## src/rtl/udma_eth_pkg.sv

```systemverilog
// Shared definitions for the uDMA Ethernet TX path: packer states and
// word/byte sizing helpers.
package udma_eth_pkg;

    localparam int ETH_BYTES_PER_WORD = 4;

    typedef enum logic [1:0] {
        ST_IDLE  = 2'd0,
        ST_SEND  = 2'd1,
        ST_DRAIN = 2'd2
    } state_e;

    // Number of 32-bit uDMA words that carry a frame of len bytes.
    function automatic logic [31:0] words_for_len(input logic [31:0] len);
        return (len + 32'd3) >> 2;
    endfunction

endpackage

```

## src/rtl/udma_eth_tx_packer.sv

```systemverilog
// Serialises 32-bit little-endian uDMA TX words into an 8-bit AXI-Stream
// frame for the RGMII MAC, with length framing and software abort.
module udma_eth_tx_packer
    import udma_eth_pkg::*;
#(
    parameter int LEN_W = 16
) (
    input  logic             clk_i,
    input  logic             rstn_i,
    input  logic             cfg_start_i,
    input  logic [LEN_W-1:0] cfg_len_i,
    input  logic             cfg_abort_i,
    input  logic [31:0]      data_tx_i,
    input  logic             data_tx_valid_i,
    output logic             data_tx_ready_o,
    output logic [7:0]       tx_axis_tdata_o,
    output logic             tx_axis_tvalid_o,
    input  logic             tx_axis_tready_i,
    output logic             tx_axis_tlast_o,
    output logic             tx_axis_tuser_o,
    output logic             busy_o,
    output logic             done_o,
    output logic             aborted_o,
    output logic [LEN_W-1:0] byte_cnt_o
);

    state_e           r_state;
    logic [31:0]      r_buf;
    logic             r_buf_vld;
    logic [1:0]       r_idx;
    logic [LEN_W-1:0] r_bytes_left;
    logic [LEN_W-1:0] r_words_left;
    logic [LEN_W-1:0] r_byte_cnt;
    logic             r_abort_pend;
    logic             r_done;
    logic             r_aborted;

    logic             w_send;
    logic             w_tvalid;
    logic             w_byte_hs;
    logic             w_last_len;
    logic             w_abort_now;
    logic             w_abort;
    logic             w_term_hs;
    logic             w_word_last;
    logic             w_ready;
    logic             w_word_hs;
    logic [LEN_W-1:0] w_words_next;

    assign w_send      = (r_state == ST_SEND);
    assign w_tvalid    = w_send & r_buf_vld;
    assign w_byte_hs   = w_tvalid & tx_axis_tready_i;
    assign w_last_len  = (r_bytes_left == LEN_W'(1));
    // An abort colliding with the natural tlast handshake is dropped; the
    // frame simply completes.
    assign w_abort_now = cfg_abort_i & w_send & ~r_abort_pend & ~(w_byte_hs & w_last_len);
    assign w_abort     = r_abort_pend | w_abort_now;
    assign w_term_hs   = w_byte_hs & (w_last_len | w_abort);
    assign w_word_last = (r_idx == 2'(ETH_BYTES_PER_WORD - 1));

    // NOTE: every signal assigned in always_comb gets a default first so no latch is inferred.
    always_comb begin
        w_ready = 1'b0;
        case (r_state)
            ST_SEND:  w_ready = (~r_buf_vld | (w_byte_hs & w_word_last)) & (r_words_left != '0);
            ST_DRAIN: w_ready = (r_words_left != '0);
            default:  w_ready = 1'b0;
        endcase
    end

    assign w_word_hs    = data_tx_valid_i & w_ready;
    assign w_words_next = r_words_left - LEN_W'(w_word_hs);

    // NOTE: state registers use non-blocking assignments so every flop samples pre-edge values.
    always_ff @(posedge clk_i or negedge rstn_i) begin
        if (!rstn_i) begin
            r_state      <= ST_IDLE;
            r_buf        <= '0;
            r_buf_vld    <= 1'b0;
            r_idx        <= '0;
            r_bytes_left <= '0;
            r_words_left <= '0;
            r_byte_cnt   <= '0;
            r_abort_pend <= 1'b0;
            r_done       <= 1'b0;
            r_aborted    <= 1'b0;
        end else begin
            r_done       <= 1'b0;
            r_words_left <= w_words_next;
            case (r_state)
                ST_IDLE: begin
                    if (cfg_start_i && (cfg_len_i != '0)) begin
                        r_state      <= ST_SEND;
                        r_bytes_left <= cfg_len_i;
                        r_words_left <= LEN_W'(words_for_len(32'(cfg_len_i)));
                        r_byte_cnt   <= '0;
                        r_buf_vld    <= 1'b0;
                        r_idx        <= '0;
                        r_abort_pend <= 1'b0;
                    end
                end
                ST_SEND: begin
                    if (w_abort_now && !w_byte_hs)
                        r_abort_pend <= 1'b1;
                    if (w_byte_hs) begin
                        r_bytes_left <= r_bytes_left - LEN_W'(1);
                        r_byte_cnt   <= r_byte_cnt + LEN_W'(1);
                        r_idx        <= r_idx + 2'd1;
                    end
                    // The terminating byte discards whatever is left of the buffer.
                    if (w_term_hs) begin
                        r_buf_vld    <= 1'b0;
                        r_abort_pend <= 1'b0;
                        if (w_abort && (w_words_next != '0)) begin
                            r_state <= ST_DRAIN;
                        end else begin
                            r_state   <= ST_IDLE;
                            r_done    <= 1'b1;
                            r_aborted <= w_abort;
                        end
                    end else if (w_word_hs) begin
                        r_buf     <= data_tx_i;
                        r_buf_vld <= 1'b1;
                        r_idx     <= '0;
                    end else if (w_byte_hs && w_word_last) begin
                        r_buf_vld <= 1'b0;
                    end
                end
                ST_DRAIN: begin
                    if (w_word_hs && (w_words_next == '0)) begin
                        r_state   <= ST_IDLE;
                        r_done    <= 1'b1;
                        r_aborted <= 1'b1;
                    end
                end
                default: r_state <= ST_IDLE;
            endcase
        end
    end

    assign data_tx_ready_o  = w_ready;
    assign tx_axis_tdata_o  = r_buf[{r_idx, 3'b000} +: 8];
    assign tx_axis_tvalid_o = w_tvalid;
    assign tx_axis_tlast_o  = w_tvalid & (w_last_len | w_abort);
    assign tx_axis_tuser_o  = w_tvalid & w_abort;
    assign busy_o           = (r_state != ST_IDLE);
    assign done_o           = r_done;
    assign aborted_o        = r_aborted;
    assign byte_cnt_o       = r_byte_cnt;

endmodule

```

## config.mk

```make
export PLATFORM = sky130hd
export DESIGN_NAME = udma_eth_tx_packer
export DESIGN_NICKNAME = d
export VERILOG_FILES = /design/src/rtl/udma_eth_pkg.sv /design/src/rtl/udma_eth_tx_packer.sv
export SDC_FILE = /design/constraint.sdc
export NUM_CORES = 1
export LEC_CHECK = 0
export ABC_AREA = 1
export ABC_CLOCK_PERIOD_IN_PS = 4100
export BUFFER_PORTS_ARGS = -buffer_cell sky130_fd_sc_hd__buf_4
export CAP_MARGIN = 15
export CORE_MARGIN = 4
export CORE_UTILIZATION = 39
export CTS_CLUSTER_SIZE = 10
export DETAILED_ROUTE_END_ITERATION = 7
export PLACE_DENSITY = 0.63
export SYNTH_ARGS = -nofsm -noshare
export SYNTH_HDL_FRONTEND = slang
export SYNTH_SLANG_ARGS = --single-unit
```

## constraint.sdc

```tcl
create_clock -name clk_i -period 4.1 [get_ports clk_i]
set_input_delay 0.82 -clock clk_i [delete_from_list [all_inputs] [get_ports clk_i]]
set_output_delay 0.82 -clock clk_i [all_outputs]
set_load 0.02 [all_outputs]
```

==> impl_results.md, run 1 <==
- Status: finished, final reports clean
- HP Class: primary input to asynchronous set/reset pin
- Die H: roughly 130 um
- Post-Syn Instances: 800
- Clk_skew: between 0.01 and 0.015 ns
- Syn_area_per_cell: around 7 um2
- CTS tree: yes
- Max_cap viols: 0
- Cell variety after synth: 39
- Main synth FF type: dfrtp_1
- Maximum vdd drop: between 0.2 and 0.3 mV
- Grt total ovfl: 0
- Crit path max fanout: 33
- Worst-margin pin slew: ~0.67 ns
- H-tree levels: 3
- Drt first pass iters: 5
- Clock Latency Late Sink: 0.35 ns
- Vias in the first global route: 5010
- Worst-path clk slew: about 0.07 ns
- Fin nets: ~940
- CTS Hold Bufs: 0
- CP Class: register to output pin
- Post-placement cell area: approximately 6400 um2
- Share of cells above drive strength 1: around 17%
- Core footprint: about 14000 um2
- Hpwl dp: 11100 um
- Initial DRC count: between 400 and 500
- Num CTS Buffers: 9
- Post-route DRC: 0
- Setup violators final: 0
- Synth Register Bits: between 80 and 90
- Clk network pwr share: roughly 18%
- Postcts setup bufs: 0
- Synthesized Nets: roughly 870
- First-pass GRT wire length: between 20000 and 30000 um
- Switching share of power: a little under half
- Pwr/cell area: around 700 nW/um2
- Combinational power share: slightly below 50%
- Unrepaired setup endpoints after global routing: false
- FILL cells: roughly 1400
- Initial antenna violation count: 0
- Critical Path Source Type: register
- Switching pwr: 2.20 mW
- Sequential power share: between 30% and 40%
- Tmin final: between 3 and 4 ns
- Starting density of the core: approximately 40%
- Internal power: between 2 and 2.5 mW
- Post-synthesis sequential area ratio: a little under 40%
- Number of port buffers: 84
- Post-route cell area: ~6700 um2
- Synthesized area: roughly 5700 um2
- Final wirelength: roughly 15000 um
- Largest net degree at the start of global routing: 43
- GP Congestion: roughly 0.94
- DR vias/cell: about 5
- Avg WL per Cell: ~14 um
- Leakage power total: about 3.3 nW
- Post-CTS Resized: 0
- Slew margin rel.: approximately 55%
- Antenna Nets Post-Route: 0
- Syn. warnings: 0
- Antenna Cells: 0
- Worst Path Required: 3.28 ns
- Die Footprint: 16500 um2
- Rows: 43
- Final hold violations: 0
- Clock buffer depth: 2
- IO Pins: 85
- EDFF count, synth: 0
- Worst setup EP type: output pin
- Fin crit share: 86.3%
- Total negative slack: 0 ns
- Die Span X: between 100 and 150 um
- Fin. max-slew vios: 0
- CTS Sinks: 88
- Global Route Usage Sum: a little under a fifth
- Vias: 5303
- Crit path arrival time: 2.72 ns
- Post-synthesis async set-or-reset flop share: 100%
- Peak Freq: 283 MHz
- Area grow syn2layout: 18.9%
- CTS root buf: clkbuf_16
[metrics by stage]
stage	hold slack, ns	setup WS (ns)	power [mW]	util, %	cells
6_report	0.328	0.560	4.67	47.8	1062
5_1_grt	0.327	0.304	5.10	47.8	1062
4_1_cts	0.320	0.529	4.69	47.8	1062
3_5_place_dp	0.454	0.647	3.83	45.7	1046
3_3_place_gp	0.448	0.719	3.82	45.7	1046
2_1_floorplan	0.437	0.789	3.19	-	800
[worst paths after layout]
kind	cells after the start	slack, ns	end	from
setup / recovery	13	0.56	tx_axis_tlast_o	r_state[1]
hold / removal	1	0.33	r_buf[30]	rstn_i
setup reg to reg	22	0.75	aborted_o	r_state[1]
hold reg to reg	2	0.47	r_buf[10]	r_buf[10]
max in group asynchronous	2	2.94	byte_cnt_o[4]	rstn_i
min in group clk_i	2	0.47	r_buf[10]	r_buf[10]
[cell families (layout without fill, tap and decap cells)]
kind of cell | after synthesis | count (layout) | synth area share, %
AOI/OAI and AO/OA | 118 | 118 | 11.4
xor gates and xnor gates | 20 | 20 | 3.10
adders and majority gates | 11 | 11 | 2.43
buffers and inverters | 114 | 196 | 8.57
DFF | 88 | 88 | 39.0
and+or+nand+nor | 449 | 449 | 35.5
[critical path, stage by stage (launching register included)]
cell     delay [ns]
dfrtp_1        0.40
inv_1          0.11
ha_1           0.18
buf_4          0.32
inv_2          0.07
buf_4          0.26
nor2_1         0.18
inv_1          0.10
nor2_1         0.13
nor2_1         0.05
nand2_1        0.12
inv_1          0.09
a21oi_1        0.17
buf_4          0.18
[layout by cell type (no fill, tap or decap), types with 2 or more instances in the layout]
master      count
nand2_1       235
buf_4          92
dfrtp_1        88
inv_1          82
nor2_1         79
nand3_1        67
o21ai_0        54
o21ai_1        27
xor2_1         19
nor3_1         14
a21oi_1        13
ha_1           11
nor2_4         10
nor2_2          9
clkbuf_16       9
o22ai_1         8
nand4_1         8
nor4_1          7
inv_2           6
nand2_2         6
nand3b_1        6
a31oi_1         3
clkinvlp_4      3
a21boi_1        2
o21ai_2         2
nor3_2          2
nand2_4         2
o31ai_1         2
a22oi_1         2
or2_2           2
inv_6           2
[final cells by class]
| class | count | area (um2) | area share (%) |
|---|---|---|---|
| inverters | 88 | 330 | 4.92 |
| clock inverters | 7 | 78.8 | 1.17 |
| well taps | 180 | 225 | 3.35 |
| clock buffers | 9 | 225 | 3.35 |
| repair buffers | 92 | 691 | 10.3 |
| flip-flops and latches | 88 | 2200 | 32.8 |
| multi-input cells | 598 | 2970 | 44.2 |
[synthesized netlist by cell type (2+ instances only)]
master / count / area share [%]
nor2_4: 10 / 2.0
nand3b_1: 6 / 0.80
nand3_1: 67 / 5.9
nand2_2: 6 / 0.66
buf_6: 6 / 1.2
dfrtp_1: 88 / 39
o31ai_1: 2 / 0.27
nand2_4: 2 / 0.40
xor2_1: 19 / 2.9
a22oi_1: 2 / 0.27
o21ai_1: 27 / 2.4
inv_1: 82 / 5.4
nor2_2: 9 / 1.0
o22ai_1: 8 / 0.89
ha_1: 11 / 2.4
o21ai_0: 54 / 4.8
a31oi_1: 3 / 0.33
o21ai_2: 2 / 0.31
nand2_1: 235 / 16
inv_2: 6 / 0.40
clkbuf_1: 10 / 0.66
nor3_1: 14 / 1.2
or2_2: 2 / 0.22
buf_2: 9 / 0.80
nor3_2: 2 / 0.35
nand4_1: 8 / 0.89
nor2_1: 79 / 5.2
a21oi_1: 13 / 1.2
nor4_1: 7 / 0.77
a21boi_1: 2 / 0.27
[power groups by stage]
stage,clock network [mW],logic [mW],registers [mW]
after floorplan,0,1.75,1.45
after global placement,0,2.31,1.52
after detailed placement,0,2.32,1.51
after CTS,0.868,2.33,1.50
after global routing,0.904,2.65,1.55
final,0.840,2.32,1.51
[registers in the layout, summed over array words and instances (netlist names)]
register	cells
byte_cnt_o	16
r_buf_vld	1
r_state	2
aborted_o	1
r_abort_pend	1
r_bytes_left	16
done_o	1
r_buf	32
r_words_left	16
r_idx	2
[metal layers]
metal	wire length, um	vias up	GRT usage (%)
li1	-	2735	-
met1	7290	2410	27.2
met2	6820	143	29.2
met3	769	15	4.40
met4	235	0	5.18
met5	0	-	0
No activity file was read; power rests on OpenSTA's default activity.
==> run 2, diff against run 1 <==
==> constraint.sdc (replaced) <==
create_clock -name clk_i -period 4.1 [get_ports clk_i]
set_input_delay 0.82 -clock clk_i [delete_from_list [all_inputs] [get_ports clk_i]]
set_output_delay 0.82 -clock clk_i [all_outputs]
set_load 0.1 [all_outputs]
==> impl_results.md, run 2 (synthesis results as in run 1) <==
- Vias: 5333 (+0.57%)
- HP Class: register to register
- CTS Hold Bufs: 0 (unchanged)
- CTS tree: yes
- Initial DRC count: 351 (-20%)
- Multi-input logic area: 2970 um2 (unchanged)
- Max_cap viols: 0 (unchanged)
- Hpwl dp: 11100 um (-0.16%)
- Peak Freq: 274 MHz (-3.1%)
- Max FFs per register: 32 (unchanged)
- Fin nets: 940 (-0.21%)
- FILL cells: 1420 (+1.1%)
- Critical Path Source Type: register
- Fin crit share: 89.1% (+2.8 points)
- Number of port buffers: 84 (unchanged)
- Antenna Nets Post-Route: 0 (unchanged)
- Die H: 128 um (unchanged)
- Global Route Usage Sum: 18.8% (-0.24 points)
- Post-CTS Resized: 0 (unchanged)
- Post-route DRC: 0 (unchanged)
- Worst setup EP type: output pin
- Fin. max-slew vios: 0 (unchanged)
- Avg WL per Cell: 14.2 um (-0.17%)
- Slew margin rel.: 36.1% (-19 points)
- Vias in the first global route: 4967 (-0.86%)
- Leading cell type in the layout, fill and taps excluded: nand2_1
- Num CTS Buffers: 9 (unchanged)
- Leakage power total: 3.34 nW (+0.48%)
- Maximum vdd drop: 0.311 mV (+15%)
- Tmin final: 3.65 ns (+0.114 ns)
- Clock buffer depth: 2 (unchanged)
- Worst-margin pin slew: 0.958 ns (+0.284 ns)
- Setup violators final: 0 (unchanged)
- Clock Latency Late Sink: 0.35 ns (about the same)
- Top reg by flops: r_buf
- First-pass GRT wire length: 24900 um (-0.88%)
- Starting density of the core: 40.3% (unchanged)
- Antenna Cells: 0 (unchanged)
- Reg area: 2200 um2 (unchanged)
- Final hold violations: 0 (unchanged)
- Crit path arrival time: 2.83 ns (+0.11 ns)
- Die Span X: 128 um (unchanged)
- CTS root buf: clkbuf_16
- Postcts setup bufs: 0 (unchanged)
- Final Total Pwr: 5.34 mW (+14%)
- Rows: 43 (unchanged)
- Drt first pass iters: 5 (unchanged)
- Clk_skew: 0.0137 ns (+0.00205 ns)
- Grt total ovfl: 0 (unchanged)
- Worst-path clk slew: 0.07 ns (about the same)
- H-tree levels: 3 (unchanged)
- Final wirelength: 15100 um (-0.36%)
- Core footprint: 14000 um2 (unchanged)
- Total negative slack: 0 ns (unchanged)
- Final core utilization: 48.0% (+0.15 points)
- Area grow syn2layout: 19.2%
- GP Congestion: 0.923 (-2.1%)
- DR vias/cell: 5.03 (+0.76%)
- Commonest cells after routing, fill and taps aside: nand2_1, buf_4, dfrtp_1
- CTS Sinks: 88 (unchanged)
- Share of cells above drive strength 1: 16.9% (-0.19 points)
- Initial antenna violation count: 0 (unchanged)
- Unrepaired setup endpoints after global routing: false
- CP Class: register to output pin
- Largest net degree at the start of global routing: 75 (+74%)
- Die Footprint: 16500 um2 (unchanged)
- Pwr/cell area: 792 nW/um2 (+14%)
- Status: finished, final reports clean
- Crit path max fanout: 33 (unchanged)
- Worst Path Required: 3.28 ns (about the same)
- IO Pins: 85 (unchanged)
[run 2: final cells by class]
cell class,count,area share (%)
multi-input combinational,598,44.0
sequential,88,32.7
inverter,88,4.90
tap,180,3.34
timing repair buffer,90,10.0
clock inverter,5,1.30
clock buffer,11,3.75
[run 2: metrics by stage]
stage	std cells	worst slack (ns)	hold slack [ns]	instance area, um2
after detailed placement	1044	0.618	0.454	6400
after floorplan	800	0.364	0.437	5650
after global placement	1044	0.712	0.449	6400
after CTS	1060	0.431	0.471	6740
after global routing	1060	0.201	0.496	6740
final	1060	0.447	0.466	6740
[run 2: path summary, 6_finish.rpt]
path | start | end | slack, ns | depth (start not counted)
max | r_state[1] | tx_axis_tlast_o | 0.45 | 13
min | r_buf[10] | r_buf[10] | 0.47 | 2
max reg2reg | r_state[1] | aborted_o | 0.75 | 22
min reg2reg | r_buf[10] | r_buf[10] | 0.47 | 2
max in group asynchronous | rstn_i | r_words_left[9] | 2.67 | 2
min in group asynchronous | rstn_i | r_buf[30] | 0.60 | 1
[run 2: critical path: stages (launching register included)]
cell and delay (ns):
dfrtp_1 0.40, inv_1 0.10, ha_1 0.19, buf_4 0.32, inv_2 0.07, buf_4 0.25
nor2_1 0.18, inv_1 0.11, nor2_1 0.13, nor2_1 0.05, nand2_1 0.12, inv_1 0.09
a21oi_1 0.13, buf_4 0.32
[run 2: power breakdown]
group,internal [mW],total [mW],switching (mW)
sequential,1.22,1.51,0.284
combinational,0.767,2.90,2.13
clock,0.572,0.927,0.354
[run 2: per-layer routing]
layer	track usage, %	part of all wire (%)	wire length (um)	vias up
li1	-	-	-	2743
met1	26.8	49	7400	2466
met2	28.3	45	6730	101
met3	4.03	4.2	635	23
met4	6.62	2.0	297	0
met5	0	0	0	-
==> run 3, diff against run 2 <==
--- a/config.mk
+++ b/config.mk
@@ -13,7 +13,10 @@
 export CORE_UTILIZATION = 39
 export CTS_CLUSTER_SIZE = 10
 export DETAILED_ROUTE_END_ITERATION = 7
+export HOLD_SLACK_MARGIN = 0.03
+export MAX_ROUTING_LAYER = met4
 export PLACE_DENSITY = 0.63
+export SKIP_CTS_REPAIR_TIMING = 1
 export SYNTH_ARGS = -nofsm -noshare
 export SYNTH_HDL_FRONTEND = slang
 export SYNTH_SLANG_ARGS = --single-unit
==> impl_results.md, run 3 (synthesis results as in run 1) <==
- Worst setup EP type: output pin
- Area grow syn2layout: 19.2% (unchanged)
- Fin. max-slew vios: 0 (unchanged)
- Initial DRC count: 336 (-4.3%)
- Leakage power total: 3.34 nW (unchanged)
- Number of port buffers: 84 (unchanged)
- Worst Path Required: 3.28 ns (about the same)
- Critical Path Source Type: register
- Slew margin rel.: 36.7% (+0.59 points)
- CTS Sinks: 88 (unchanged)
- Highest-delay cell along the critical path: dfrtp_1
- Crit path capture: tx_axis_tlast_o
- Post-Place Setup Slack: 0.618 ns (unchanged)
- Avg WL per Cell: 14.2 um (-0.18%)
- Leading cell type in the layout, fill and taps excluded: nand2_1
- Worst-margin pin slew: 0.949 ns (-0.00887 ns)
- Commonest cells after routing, fill and taps aside: nand2_1, buf_4, dfrtp_1
- Rows: 43 (unchanged)
- IO Pins: 85 (unchanged)
- Worst r2r src: r_state[1]
- Final hold violations: 0 (unchanged)
- Hpwl dp: 11100 um (unchanged)
- Tmin final: 3.65 ns (-0.00426 ns)
- Maximum vdd drop: 0.311 mV (about the same)
- Die Footprint: 16500 um2 (unchanged)
- Post-route setup slack: 0.451 ns (+0.00426 ns)
- Die Span X: 128 um (unchanged)
- Crit path arrival time: 2.83 ns (about the same)
- Final wirelength: 15000 um (-0.18%)
- CP Class: register to output pin
- Vias: 5326 (-0.13%)
- Pwr/cell area: 791 nW/um2 (about the same)
- Antenna Nets Post-Route: 0 (unchanged)
- Clock buffer depth: 2 (unchanged)
- Unrepaired setup endpoints after global routing: false
- GP Congestion: 0.939 (+1.8%)
- CP Cell Sequence: inv_1, ha_1, buf_4, inv_2, buf_4, nor2_1, inv_1, nor2_1, nor2_1, nand2_1, inv_1, a21oi_1, buf_4
- Crit path max fanout: 33 (unchanged)
- H-tree levels: 3 (unchanged)
- Length in cells of the worst reg-to-reg path: 22 (unchanged)
- HP Class: register to register
- Grt total ovfl: 0 (unchanged)
- Die H: 128 um (unchanged)
- CTS tree: yes
- Num CTS Buffers: 9 (unchanged)
- Global Route Usage Sum: 19.4% (+0.59 points)
- Antenna Cells: 0 (unchanged)
- Max_cap viols: 0 (unchanged)
- Status: finished, final reports clean
- Initial antenna violation count: 0 (unchanged)
- Setup violators final: 0 (unchanged)
- Clock Latency Late Sink: 0.35 ns (about the same)
- Fin crit share: 89.0% (-0.10 points)
- Total negative slack: 0 ns (unchanged)
- Fin nets: 940 (unchanged)
- Top reg by flops: r_buf
- Worst-path clk slew: 0.07 ns (about the same)
- Post-route cell area: 6740 um2 (unchanged)
- Final Total Pwr: 5.33 mW (about the same)
- First-pass GRT wire length: 24900 um (about the same)
- Critical Path Start: r_state[1]
- Share of cells above drive strength 1: 16.9% (unchanged)
- Crit path largest cell delay: 0.40 ns (about the same)
- Final core utilization: 48.0% (unchanged)
- Post-placement cell area: 6400 um2 (unchanged)
- Peak Freq: 274 MHz (+0.12%)
- Clk_skew: 0.00967 ns (-0.00400 ns)
- Largest net degree at the start of global routing: 75 (unchanged)
- Vias in the first global route: 4981 (+0.28%)
- DR vias/cell: 5.02 (-0.13%)
- CTS root buf: clkbuf_16
- Max FFs per register: 32 (unchanged)
- Starting density of the core: 40.3% (unchanged)
- Post-route DRC: 0 (unchanged)
- Core footprint: 14000 um2 (unchanged)
- FF-to-FF setup slack: 0.75 ns (about the same)
- Drt first pass iters: 5 (unchanged)
- R2R Path End: aborted_o
-- run 3: final cells by class --
class / count / area, um2
clock buffers: 11 / 253
fillers: 1420 / 7300
multi-input cells: 598 / 2970
well taps: 180 / 225
clock inverters: 5 / 87.6
flip-flops and latches: 88 / 2200
repair buffers: 90 / 676
inverters: 88 / 330
-- run 3: critical path, delay by kind of cell, from the launching register on --
family,cells,cell delay [ns]
buffers and inverters,7,1.27
and+or+nand+nor,4,0.48
DFF,1,0.40
adders and majority gates,1,0.18
AOI/OAI and AO/OA,1,0.13
-- run 3: worst min path at each step --
| stage | startpoint | to | slack (ns) | depth (start not counted) |
|---|---|---|---|---|
| after floorplan | r_buf[16] | r_buf[16] | 0.44 | 2 |
| after global placement | r_buf[17] | r_buf[17] | 0.45 | 2 |
| after detailed placement | r_buf[10] | r_buf[10] | 0.45 | 2 |
| after CTS | r_buf[10] | r_buf[10] | 0.47 | 2 |
| after global routing | r_buf[10] | r_buf[10] | 0.50 | 2 |
| final | r_buf[10] | r_buf[10] | 0.47 | 2 |
-- run 3: power breakdown --
part	total, mW	switching [mW]	internal, mW
sequential	1.51	0.285	1.22
combinational	2.90	2.13	0.767
clock	0.925	0.353	0.572
total	5.33	2.77	2.56
-- run 3: routing by layer --
metal | vias to the layer above | wire length, um | track usage, %
met5 | - | 0 | -
met4 | 0 | 301 | 6.43
met3 | 23 | 601 | 3.99
met2 | 92 | 6630 | 28.3
met1 | 2469 | 7500 | 27.0
li1 | 2742 | - | -
-- run 3: metrics by stage --
step | std cells | hold WS, ns
after global placement | 1044 | 0.449
after floorplan | 800 | 0.437
final | 1060 | 0.468
after CTS | 1060 | 0.471
after global routing | 1060 | 0.496
after detailed placement | 1044 | 0.454
